[src/rtl/scan_mux.sv]
// scan_mux: registered CHANNELS-to-1 mux with manual select and timed auto-scan
module scan_mux #(
    parameter int WIDTH    = 1,
    parameter int CHANNELS = 8,
    parameter int DWELL    = 10,
    localparam int SEL_W   = $clog2(CHANNELS)
) (
    input  logic                      clk,
    input  logic                      rst_n,
    input  logic [CHANNELS*WIDTH-1:0] in_data,
    input  logic                      enable,
    input  logic                      mode,
    input  logic                      load,
    input  logic [SEL_W-1:0]          sel_in,
    output logic [WIDTH-1:0]          out_data,
    output logic [SEL_W-1:0]          out_sel,
    output logic                      out_valid,
    output logic                      wrap,
    output logic                      sel_err
);
    localparam int DW_W = $clog2(DWELL + 1);
    localparam logic [1:0] IDLE   = 2'd0;
    localparam logic [1:0] MANUAL = 2'd1;
    localparam logic [1:0] SCAN   = 2'd2;

    logic [1:0]       state_q, state_d;
    logic [SEL_W-1:0] cur_sel_q, cur_sel_d;
    logic [DW_W-1:0]  dwell_q, dwell_d;
    logic [WIDTH-1:0] out_data_q, out_data_d;
    logic [SEL_W-1:0] out_sel_q, out_sel_d;
    logic             wrap_q, wrap_d;
    logic             wrap_pend_q, wrap_pend_d;
    logic             sel_err_q, sel_err_d;
    logic             scan, man, last_dwell, last_ch, bad_sel, step;

    // The state entered on this edge governs what the edge does, so a mode
    // change and a load arriving together follow the new mode. Manual mode
    // pins the dwell counter at 0, which makes every entry into SCAN from
    // MANUAL start a fresh dwell while a re-enable after a freeze resumes.
    always_comb begin
        state_d     = !enable ? IDLE : (mode ? SCAN : MANUAL);
        scan        = state_d == SCAN;
        man         = state_d == MANUAL;
        last_dwell  = dwell_q == DW_W'(DWELL - 1);
        last_ch     = cur_sel_q == SEL_W'(CHANNELS - 1);
        bad_sel     = {1'b0, sel_in} >= (SEL_W + 1)'(CHANNELS);
        step        = scan && last_dwell;
        cur_sel_d   = step ? (last_ch ? '0 : cur_sel_q + 1'b1)
                    : (man && load && !bad_sel) ? sel_in : cur_sel_q;
        dwell_d     = scan ? (last_dwell ? '0 : dwell_q + 1'b1) : (man ? '0 : dwell_q);
        wrap_pend_d = enable ? (step && last_ch) : wrap_pend_q;
        wrap_d      = enable && wrap_pend_q;
        sel_err_d   = sel_err_q || (man && load && bad_sel);
        out_data_d  = enable ? in_data[int'(cur_sel_q)*WIDTH +: WIDTH] : out_data_q;
        out_sel_d   = enable ? cur_sel_q : out_sel_q;
    end

    // All state registers, cleared asynchronously
    always_ff @(posedge clk or negedge rst_n) begin
        if (!rst_n) begin
            state_q     <= IDLE;
            cur_sel_q   <= '0;
            dwell_q     <= '0;
            out_data_q  <= '0;
            out_sel_q   <= '0;
            wrap_q      <= 1'b0;
            wrap_pend_q <= 1'b0;
            sel_err_q   <= 1'b0;
        end else begin
            state_q     <= state_d;
            cur_sel_q   <= cur_sel_d;
            dwell_q     <= dwell_d;
            out_data_q  <= out_data_d;
            out_sel_q   <= out_sel_d;
            wrap_q      <= wrap_d;
            wrap_pend_q <= wrap_pend_d;
            sel_err_q   <= sel_err_d;
        end
    end

    assign out_data  = out_data_q;
    assign out_sel   = out_sel_q;
    assign out_valid = state_q != IDLE;
    assign wrap      = wrap_q;
    assign sel_err   = sel_err_q;
endmodule

[config.mk]
export PLATFORM = sky130hd
export DESIGN_NAME = scan_mux
export DESIGN_NICKNAME = d
export VERILOG_FILES = /design/src/rtl/scan_mux.sv
export SDC_FILE = /design/constraint.sdc
export NUM_CORES = 1
export LEC_CHECK = 0
export CAP_MARGIN = 20
export CORE_ASPECT_RATIO = 0.8
export CORE_UTILIZATION = 35
export DETAILED_ROUTE_END_ITERATION = 8
export SKIP_CTS_REPAIR_TIMING = 1
export SLEW_MARGIN = 25
export SYNTH_ARGS = -nofsm -noshare
export SYNTH_HDL_FRONTEND = slang
export SYNTH_SLANG_ARGS = --single-unit
[constraint.sdc]
create_clock -name clk -period 1.6 [get_ports clk]
set_input_delay 0.32 -clock clk [delete_from_list [all_inputs] [get_ports clk]]
set_output_delay 0.32 -clock clk [all_outputs]
set_load 0.005 [all_outputs]
### After elaboration in Yosys (flattened, before gate mapping)

Cells that the tools add are included.

* add/sub/neg operators: 2
* eq/ne operators: 4
* shift-type cells: 1
* multiplexer cells: 8
* reductions and logical operators: 7

Operators by type and width (number)
* $mux 4: 3
* $mux 3: 3
* $shiftx 8x4->1: 1
* $reduce_bool 2->1: 3
* $add 4x1->4 const B: 1
* $eq 4x4->1 const B: 1
* $logic_and 1x1->1: 4
* $mux 2: 2
* $add 3x1->3 const B: 1
* $eq 3x3->1 const B: 1
* $eq 2x1->1 const B: 1
* $eq 2x2->1 const B: 1

* bits in registers: 15

### Longest topological paths before layout

Gate-level depths: netlist of run 1.

* depth after elaboration: 6
* gate-level depth with buffers: 5

### Worst setup path after synthesis of run 1

OpenSTA, ideal clock, no wires.

* path type: register to register
* start: reg dwell_q[1]
* end: reg cur_sel_q[0]
* data arrival time: 1.273 ns
* slack: 0.201 ns
* cell stages (with the launch flop): 6
* buffers on the path: 0
* period minus slack after synthesis: 1.399 ns
* cells stage by stage: dfrtp_1 inv_1 ha_1 nand3b_1 o21ba_2 a221o_2

* longest elaborated chain between the ends: 3
* elaborated cells between the ends (all ways): 4
* classes of those cells: eq/ne (1); mux (1); reduce/logical (2)

RTL lines
* start: declaration: line 28 `logic [DW_W-1:0] dwell_q, dwell_d;`
* start signal: assignment: line 72 `dwell_q <= dwell_d;`
* $eq 4x4->1 *: line 44 `last_dwell = dwell_q == DW_W'(DWELL - 1);`
* $logic_and 1x1->1 *: line 47 `step = scan && last_dwell;`
* $mux 3 / $reduce_bool 2->1 (equally long branches)
* end signal: assignment: line 71 `cur_sel_q <= cur_sel_d;`
* end: declaration: line 27 `logic [SEL_W-1:0] cur_sel_q, cur_sel_d;`

Every way passes the cells marked *; elsewhere a longest branch is shown, timed or not.
A chain may end at the register's enable or synchronous reset.

### Final worst setup path of run 1

Same ends and word-level chain as after synthesis.

==> results.sh, run 1 <==
export IMPL_synth_yosys_seq_area_share_pct=49.9
export IMPL_io_pins=23
export IMPL_rr_worst_depth=5
export IMPL_p_sw_w=0.000252
export IMPL_ys_seq_elements=15
export IMPL_outcome="finished clean"
export IMPL_power_density_nw_per_um2=868
export IMPL_wire_per_inst_um=13.0
export IMPL_portBuffers=21
export IMPL_synth_edf_count=0
export IMPL_p_seq_share_pct=50.3
export IMPL_vias=575
export IMPL_track_usage_pct=15.4
export IMPL_grt_overflow=0
export IMPL_max_cap_violations=0
export IMPL_grt_util_met2_pct=20.5
export IMPL_hpwl_mm=1.13
export IMPL_antenna_cells=0
export IMPL_drt_antenna_violating_nets=0
export IMPL_switching_share_pct=27.0
export IMPL_cts_buffer_depth=2
export IMPL_row_count=14
export IMPL_cts_tree="built"
export IMPL_drive_gt1_share_pct=22.6
export IMPL_clkSlewWorstSetupHoldPaths_ns=0.09
export IMPL_combPwrFrac_pct=25.7
export IMPL_clk_insertion_delay_late_ns=0.29
export IMPL_yosysWarnings=0
export IMPL_cp_start_kind="flop"
export IMPL_cp_arrival_ns=1.71
export IMPL_critPathKind="flop to flop"
export IMPL_crit_required_ns=1.78
export IMPL_finClkSkew_ns=0.00424
export IMPL_dieArea_um2=2340
export IMPL_crit_chain="inv_2, ha_4, nand3b_1, o21ba_4, a221o_2"
export IMPL_die_h_um=43.5
export IMPL_grt_pass1_wl_mm=2.39
export IMPL_synth_area_leader_cell="dfrtp_1"
export IMPL_synth_top_area_share_pct=49.9
export IMPL_path_max_fanout=4
export IMPL_numCtsBuffers=3
export IMPL_final_cells=117
export IMPL_slowest_delay_ns=0.43
export IMPL_busiest_layer="met2"
export IMPL_core_um2=1940
export IMPL_yosys_cell_types_count=25
export IMPL_syn_inst=63
export IMPL_antenna_found_initial=0
export IMPL_end_kind="flop"
export IMPL_firstDrtPassIters=4
export IMPL_critPathTopFamily="compound AO/OA/AOI/OAI gates"
export IMPL_hp_class="input pin to asynchronous set/reset pin"
export IMPL_grt_start_max_net_pins=16
export IMPL_clockRootBuffer="clkbuf_4"
export IMPL_timing_fmax_ghz=0.652
export IMPL_gp_congestion=0.719
export IMPL_syn_nets=83
export IMPL_synthesis_area_um2=752
export IMPL_fin_crit_ns=1.53
export IMPL_regArea_um2=375
export IMPL_setup_ws_ns=0.0669
export IMPL_fin_util_pct=55.3
export IMPL_p_int_w=0.000681
export IMPL_synth_area_per_cell_um2=11.9
export IMPL_synthArstFlopShare_pct=100
export IMPL_synth_most_common_cell="dfrtp_1"
export IMPL_multi_input_area_um2=358
export IMPL_synthToLayoutAreaGrowth_pct=42.9
export IMPL_synth_commonest_cells="15 x dfrtp_1, 4 x and2_1, 4 x ha_1, 4 x nor2_1"
export IMPL_synth_area_leaders="dfrtp_1 50%, ha_1 6.7%, mux2_2 4.5%, a221o_1 4.0%, mux2i_1 4.0%"
export IMPL_grt_pass1_vias=534
export IMPL_route_detailed_drc=0
export IMPL_grt_use_met3_pct=7.37
export IMPL_peakVddDrop_v=0.000512
export IMPL_post_route_period_util_pct=95.8
export IMPL_die_w_um=53.8
export IMPL_crit_cells=5
export IMPL_place_ws_ns=-0.144
export IMPL_crit_slowest_cell="dfrtp_1"
export IMPL_grt_use_met1_pct=20.4
export IMPL_cts_sinks=15
export IMPL_setup_viol=0
export IMPL_path_buf_inv=1
export IMPL_fillers=181
export IMPL_initial_core_util_pct=38.7
export IMPL_hold_ws_ns=0.326
export IMPL_p_clk_share_pct=24.0
export IMPL_finish_net_count=114
export IMPL_htreeDepth=1
export IMPL_synth_flop_cell="dfrtp_1"
export IMPL_viasPerCell=4.91
export IMPL_hold_viol=0
export IMPL_finalMaxSlewViolations=0
export IMPL_drt_iter0_drc=16
export IMPL_p_leak_nw=0.500
export IMPL_wl_mm=1.53
export IMPL_dp_cells=111
[through the flow]
step / area, um2 / power [W] / TNS (ns)
2_1_floorplan: 752 / 0.000577 / 0
3_3_place_gp: 1010 / 0.000694 / -0.213
3_5_place_dp: 1010 / 0.000698 / -0.323
4_1_cts: 1040 / 0.000920 / -0.123
5_1_grt: 1070 / 0.000984 / -0.00858
6_report: 1070 / 0.000933 / 0
[state kept, by name, summed over array words and instances (netlist names)]
name         flops
wrap             1
out_sel          3
wrap_pend_q      1
out_data         1
cur_sel_q        3
dwell_q          4
state_q          2
[cell type report]
type,count,area share [%]
inverters,3,1.05
flip-flops and latches,15,34.9
repair buffers,29,25.4
clock inverters,1,0.466
multi-input cells,42,33.3
well taps,24,2.79
clock buffers,3,2.10
[final timing paths]
check / startpoint / to / slack (ns)
max in group asynchronous: rst_n / out_sel[1] / 1.10
worst min register to register: wrap_pend_q / wrap / 0.51
worst max register to register: dwell_q[1] / cur_sel_q[0] / 0.07
min in group clk: wrap_pend_q / wrap / 0.51
worst max-delay path: dwell_q[1] / cur_sel_q[0] / 0.07
worst min-delay path: rst_n / dwell_q[1] / 0.33
[power by group through the flow]
stage / Sequential [W] / Clock (W) / Combinational [W]
6_report: 0.000469 / 0.000223 / 0.000240
5_1_grt: 0.000477 / 0.000243 / 0.000264
4_1_cts: 0.000466 / 0.000227 / 0.000227
3_5_place_dp: 0.000473 / 0 / 0.000224
3_3_place_gp: 0.000472 / 0 / 0.000222
2_1_floorplan: 0.000463 / 0 / 0.000113
[kinds of logic after synthesis]
kind of cell	after synthesis	share of synthesized area (%)
other	1	0.499
adder cells (fa/ha/maj)	4	6.66
buffers and inverters	6	4.99
AO/OA/AOI/OAI	11	12.1
AND/OR/NAND/NOR	18	13.1
XOR/XNOR	1	1.16
multiplexers	7	11.5
flip-flops	15	49.9
[per-layer routing]
| metal | share of wire, % | routed length [um] | vias up |
|---|---|---|---|
| met1 | 48 | 730 | 266 |
| met4 | 1.7 | 26 | 0 |
| met5 | 0 | 0 | - |
| met2 | 44 | 673 | 22 |
| li1 | - | - | 283 |
| met3 | 6.3 | 96 | 4 |
[cell usage in the layout, fill, tap and decap left out, types with 2 or more instances in the layout]
master            n
ha_1              3
nand3_1           3
a221o_1           3
inv_1             2
o22ai_1           2
dfrtp_1          15
buf_4             8
clkdlybuf4s50_1  20
o21ai_0           2
nor2_1            4
mux2_2            3
clkbuf_4          3
nand3b_1          2
nand2_1           2
mux2i_1           3
and2_1            4
Power figures use the tool's default switching activity.
==> run 2, diff against run 1 <==
CTS_CLUSTER_DIAMETER = 150   (was not set)
PLACE_DENSITY = 0.65   (was not set)
clock period = 1.4 ns   (was 1.6 ns; I/O delays follow)
==> run 2 against run 1 <==
Against the previous run: the flow now finishes with violations (negative setup slack); combinational power up 26%; sequential cell count unchanged; utilization up 2.8 points; maximum frequency up 7.8%; critical path depth unchanged; design area up 5.1%; non-clock buffer count up 6; largest power group unchanged.
==> results.sh, run 2 (same netlist as run 1, synthesis figures left out) <==
export IMPL_grt_use_met3_pct=6.32
export IMPL_clockRootBuffer="clkbuf_4"
export IMPL_grt_use_met1_pct=22.1
export IMPL_cts_sinks=15
export IMPL_critPathKind="flop to flop"
export IMPL_r2r_slack_ns=-0.02
export IMPL_switching_share_pct=26.0
export IMPL_dieArea_um2=2340
export IMPL_setup_viol=1
export IMPL_fin_crit_ns=1.42
export IMPL_layout_common_cells="15 x dfrtp_1, 15 x clkdlybuf4s50_1, 14 x buf_4"
export IMPL_firstDrtPassIters=4
export IMPL_p_sw_w=0.000277
export IMPL_grt_start_max_net_pins=16
export IMPL_grt_pass1_wl_mm=2.73
export IMPL_combPwrFrac_pct=28.4
export IMPL_setup_ws_ns=-0.0227
export IMPL_antenna_cells=0
export IMPL_gp_congestion=0.839
export IMPL_wl_mm=1.59
export IMPL_core_um2=1940
export IMPL_wire_per_inst_um=12.9
export IMPL_peakVddDrop_v=0.000592
export IMPL_top_register="dwell_q"
export IMPL_track_usage_pct=16.4
export IMPL_row_count=14
export IMPL_p_int_w=0.000789
export IMPL_drt_antenna_violating_nets=0
export IMPL_die_h_um=43.5
export IMPL_end_kind="flop"
export IMPL_largest_register_ffs=4
export IMPL_outcome="finished with violations"
export IMPL_rr_startpoint="dwell_q[1]"
export IMPL_hpwl_mm=1.22
export IMPL_post_route_period_util_pct=102
export IMPL_hold_viol=0
export IMPL_finalMaxSlewViolations=0
export IMPL_viasPerCell=4.80
export IMPL_finish_net_count=120
export IMPL_route_detailed_drc=0
export IMPL_cp_arrival_ns=1.59
export IMPL_p_clk_share_pct=22.5
export IMPL_portBuffers=21
export IMPL_drt_iter0_drc=18
export IMPL_busiest_layer="met2"
export IMPL_max_cap_violations=0
export IMPL_hp_class="input pin to asynchronous set/reset pin"
export IMPL_violations="negative setup slack"
export IMPL_rsz0062_at_grt="yes"
export IMPL_drive_gt1_share_pct=30.3
export IMPL_path_max_fanout=3
export IMPL_fin_util_pct=58.1
export IMPL_vias=590
export IMPL_p_leak_nw=0.586
export IMPL_htreeDepth=1
export IMPL_die_w_um=53.8
export IMPL_antenna_found_initial=0
export IMPL_cts_tree="built"
export IMPL_grt_pass1_vias=627
export IMPL_clk_insertion_delay_late_ns=0.28
export IMPL_cp_startpoint="dwell_q[1]"
export IMPL_hold_ws_ns=0.301
export IMPL_io_pins=23
export IMPL_p_seq_share_pct=49.1
export IMPL_grt_util_met2_pct=25.2
export IMPL_synthToLayoutAreaGrowth_pct=50.2
export IMPL_rr_worst_depth=5
export IMPL_grt_overflow=0
export IMPL_finClkSkew_ns=0.00380
export IMPL_cp_start_kind="flop"
export IMPL_initial_core_util_pct=38.7
export IMPL_crit_required_ns=1.57
export IMPL_timing_fmax_ghz=0.703
export IMPL_numCtsBuffers=3
export IMPL_clkSlewWorstSetupHoldPaths_ns=0.09
export IMPL_r2r_end="cur_sel_q[0]"
export IMPL_power_density_nw_per_um2=943
export IMPL_cts_buffer_depth=2
[run 2: changes by cell type in the layout (fill, tap and decap cells not counted), sizes merged]
cell / change
buf: +6
dlymetal6s2s: +4
clkbuf: +1
clkdlybuf4s50: -5
[run 2: stage by stage]
step	power (W)	setup WS [ns]	setup TNS (ns)	cell area (um2)	instances
floorplan	0.000659	0.000702	0	752	63
global placement	0.000822	-0.249	-0.879	1060	118
detailed placement	0.000829	-0.310	-1.20	1060	118
CTS	0.00107	-0.259	-0.407	1090	122
global route	0.00114	-0.0805	-0.184	1130	123
finish	0.00107	-0.0227	-0.0227	1130	123
[run 2: worst max-delay path by stage]
stage | to | slack (ns) | cells after the start
after CTS | out_valid | -0.26 | 2
after global placement | cur_sel_q[0] | -0.25 | 4
final | cur_sel_q[0] | -0.02 | 5
after floorplan | cur_sel_q[0] | 0.0007 | 5
after global routing | cur_sel_q[0] | -0.08 | 5
after detailed placement | cur_sel_q[0] | -0.31 | 4
[run 2: final cells by class]
cell class                 instances  area (um2)
clock buffer                       3        22.5
clock inverter                     1        5.00
fill                             166         815
inverter                           3        11.3
multi-input combinational         42         363
sequential                        15         375
tap                               24        30.0
timing repair buffer              35         323
[run 2: power by group through the flow]
stage	clock, W	combinational (W)	sequential, W
after global placement	0	0.000293	0.000530
final	0.000240	0.000302	0.000523
after CTS	0.000251	0.000299	0.000523
after global routing	0.000272	0.000337	0.000532
after detailed placement	0	0.000297	0.000531
after floorplan	0	0.000130	0.000529
[run 2: routing by layer]
layer | vias to the layer above | wire length, um
met5 | - | 0
met4 | 0 | 12
met3 | 2 | 75
met2 | 14 | 753
met1 | 277 | 746
li1 | 297 | -
[run 2: critical path, stage by stage, from the launching register on]
cell	delay [ns]
dfrtp_1	0.40
inv_2	0.08
ha_4	0.12
nand3b_1	0.12
o21ba_4	0.25
a221o_2	0.35
==> run 3, diff against run 2 <==
SETUP_SLACK_MARGIN = 0.15   (was not set)
==> run 3 against run 2 <==
Against the previous run: the flow still finishes with violations (negative setup slack); first-iteration DRC count down 28%; clock skew down 0.0017 ns; setup slack better by 0.016 ns; maximum frequency up 1.1%; count of clock-buffer cells in the layout unchanged; critical path depth unchanged; largest power group unchanged; register-to-register slack better by 0.02 ns; largest cell class unchanged.
==> results.sh, run 3 (same netlist as run 1, synthesis figures left out) <==
export IMPL_outcome="finished with violations"
export IMPL_violations="negative setup slack"
export IMPL_setup_viol=1
export IMPL_layout_common_cells="17 x buf_4, 15 x dfrtp_1, 15 x clkdlybuf4s50_1"
export IMPL_critPathKind="flop to flop"
export IMPL_gp_congestion=0.760
export IMPL_setup_ws_ns=-0.00662
export IMPL_row_count=14
export IMPL_grt_pass1_vias=624
export IMPL_mostFrequentLayoutCell="buf_4"
export IMPL_antenna_cells=0
export IMPL_largest_register_ffs=4
export IMPL_final_cells=126
export IMPL_end_kind="flop"
export IMPL_fin_crit_ns=1.41
export IMPL_grt_overflow=0
export IMPL_drt_antenna_violating_nets=0
export IMPL_antenna_found_initial=0
export IMPL_die_h_um=43.5
export IMPL_p_leak_nw=0.604
export IMPL_finClkSkew_ns=0.00213
export IMPL_cts_tree="built"
export IMPL_io_pins=23
export IMPL_cp_arrival_ns=1.59
export IMPL_dieArea_um2=2340
export IMPL_wire_per_inst_um=13.7
export IMPL_initial_core_util_pct=38.7
export IMPL_cp_start_kind="flop"
export IMPL_path_max_fanout=3
export IMPL_rsz0062_at_grt="yes"
export IMPL_cts_buffer_depth=2
export IMPL_power_density_nw_per_um2=948
export IMPL_hold_viol=0
export IMPL_post_route_period_util_pct=100
export IMPL_vias=632
export IMPL_portBuffers=21
export IMPL_cts_sinks=15
export IMPL_rr_worst_depth=5
export IMPL_finish_net_count=123
export IMPL_firstDrtPassIters=4
export IMPL_hpwl_mm=1.29
export IMPL_route_detailed_drc=0
export IMPL_finalMaxSlewViolations=0
export IMPL_clockRootBuffer="clkbuf_4"
export IMPL_r2r_end="cur_sel_q[0]"
export IMPL_fin_util_pct=60.0
export IMPL_track_usage_pct=17.1
export IMPL_place_ws_ns=-0.320
export IMPL_htreeDepth=1
export IMPL_top_register="dwell_q"
export IMPL_max_cap_violations=0
export IMPL_wl_mm=1.73
export IMPL_dp_cells=120
export IMPL_r2r_slack_ns=-0.007
export IMPL_crit_required_ns=1.58
export IMPL_drive_gt1_share_pct=32.4
export IMPL_core_um2=1940
export IMPL_rr_startpoint="dwell_q[1]"
export IMPL_peakVddDrop_v=0.000727
export IMPL_fin_total_pwr_w=0.00111
export IMPL_grt_start_max_net_pins=16
export IMPL_numCtsBuffers=3
export IMPL_timing_fmax_ghz=0.711
export IMPL_hp_class="input pin to asynchronous set/reset pin"
export IMPL_clk_insertion_delay_late_ns=0.29
export IMPL_grt_pass1_wl_mm=2.75
export IMPL_drt_iter0_drc=13
export IMPL_synthToLayoutAreaGrowth_pct=55.1
export IMPL_clkSlewWorstSetupHoldPaths_ns=0.10
export IMPL_die_w_um=53.8
export IMPL_viasPerCell=5.02
==> run 3: worst max path at each step <==
stage	start	endpoint	slack, ns	cells past startpoint
global placement	mode	cur_sel_q[0]	-0.27	4
CTS	state_q[1]	out_valid	-0.26	2
floorplan	dwell_q[1]	cur_sel_q[0]	0.0007	5
global route	dwell_q[1]	cur_sel_q[0]	-0.08	5
detailed placement	mode	cur_sel_q[0]	-0.32	4
finish	dwell_q[1]	cur_sel_q[0]	-0.007	5
==> run 3: worst max-delay path: stages (launching register included) <==
cell	delay, ns
dfrtp_1	0.40
inv_2	0.08
ha_4	0.12
nand3b_1	0.12
o21ba_4	0.25
a221o_2	0.34
==> run 3: metal layers <==
layer	part of all wire (%)	track usage [%]	routed length (um)	vias to the layer above
met2	51	27.9	873	17
li1	-	-	-	303
met5	0	0	0	-
met4	0.58	3.16	10	0
met1	43	21.2	749	310
met3	5.4	7.37	93	2
==> run 3: stage by stage <==
step / hold WS (ns) / instance area, um2 / TNS [ns]
finish: 0.291 / 1170 / -0.00662
CTS: 0.297 / 1110 / -0.434
detailed placement: 0.491 / 1080 / -1.50
global route: 0.321 / 1170 / -0.207
global placement: 0.489 / 1080 / -1.04
floorplan: -0.0156 / 752 / 0
==> run 3: area by class of cell <==
cell class,count,area [um2]
Fill cell,174,778
Clock buffer,3,22.5
Tap cell,24,30.0
Sequential cell,15,375
Clock inverter,1,5.00
Multi-Input combinational cell,42,370
Timing Repair Buffer,38,352
Inverter,3,11.3
==> run 3: power breakdown <==
| group | internal, W | total (W) | leakage (nW) | switching (W) |
|---|---|---|---|---|
| logic | 0.000215 | 0.000326 | 0.392 | 0.000111 |
| registers | 0.000485 | 0.000525 | 0.194 | 0.0000399 |
| clock network | 0.000106 | 0.000255 | 0.0177 | 0.000149 |
| total | 0.000806 | 0.00111 | 0.604 | 0.000300 |
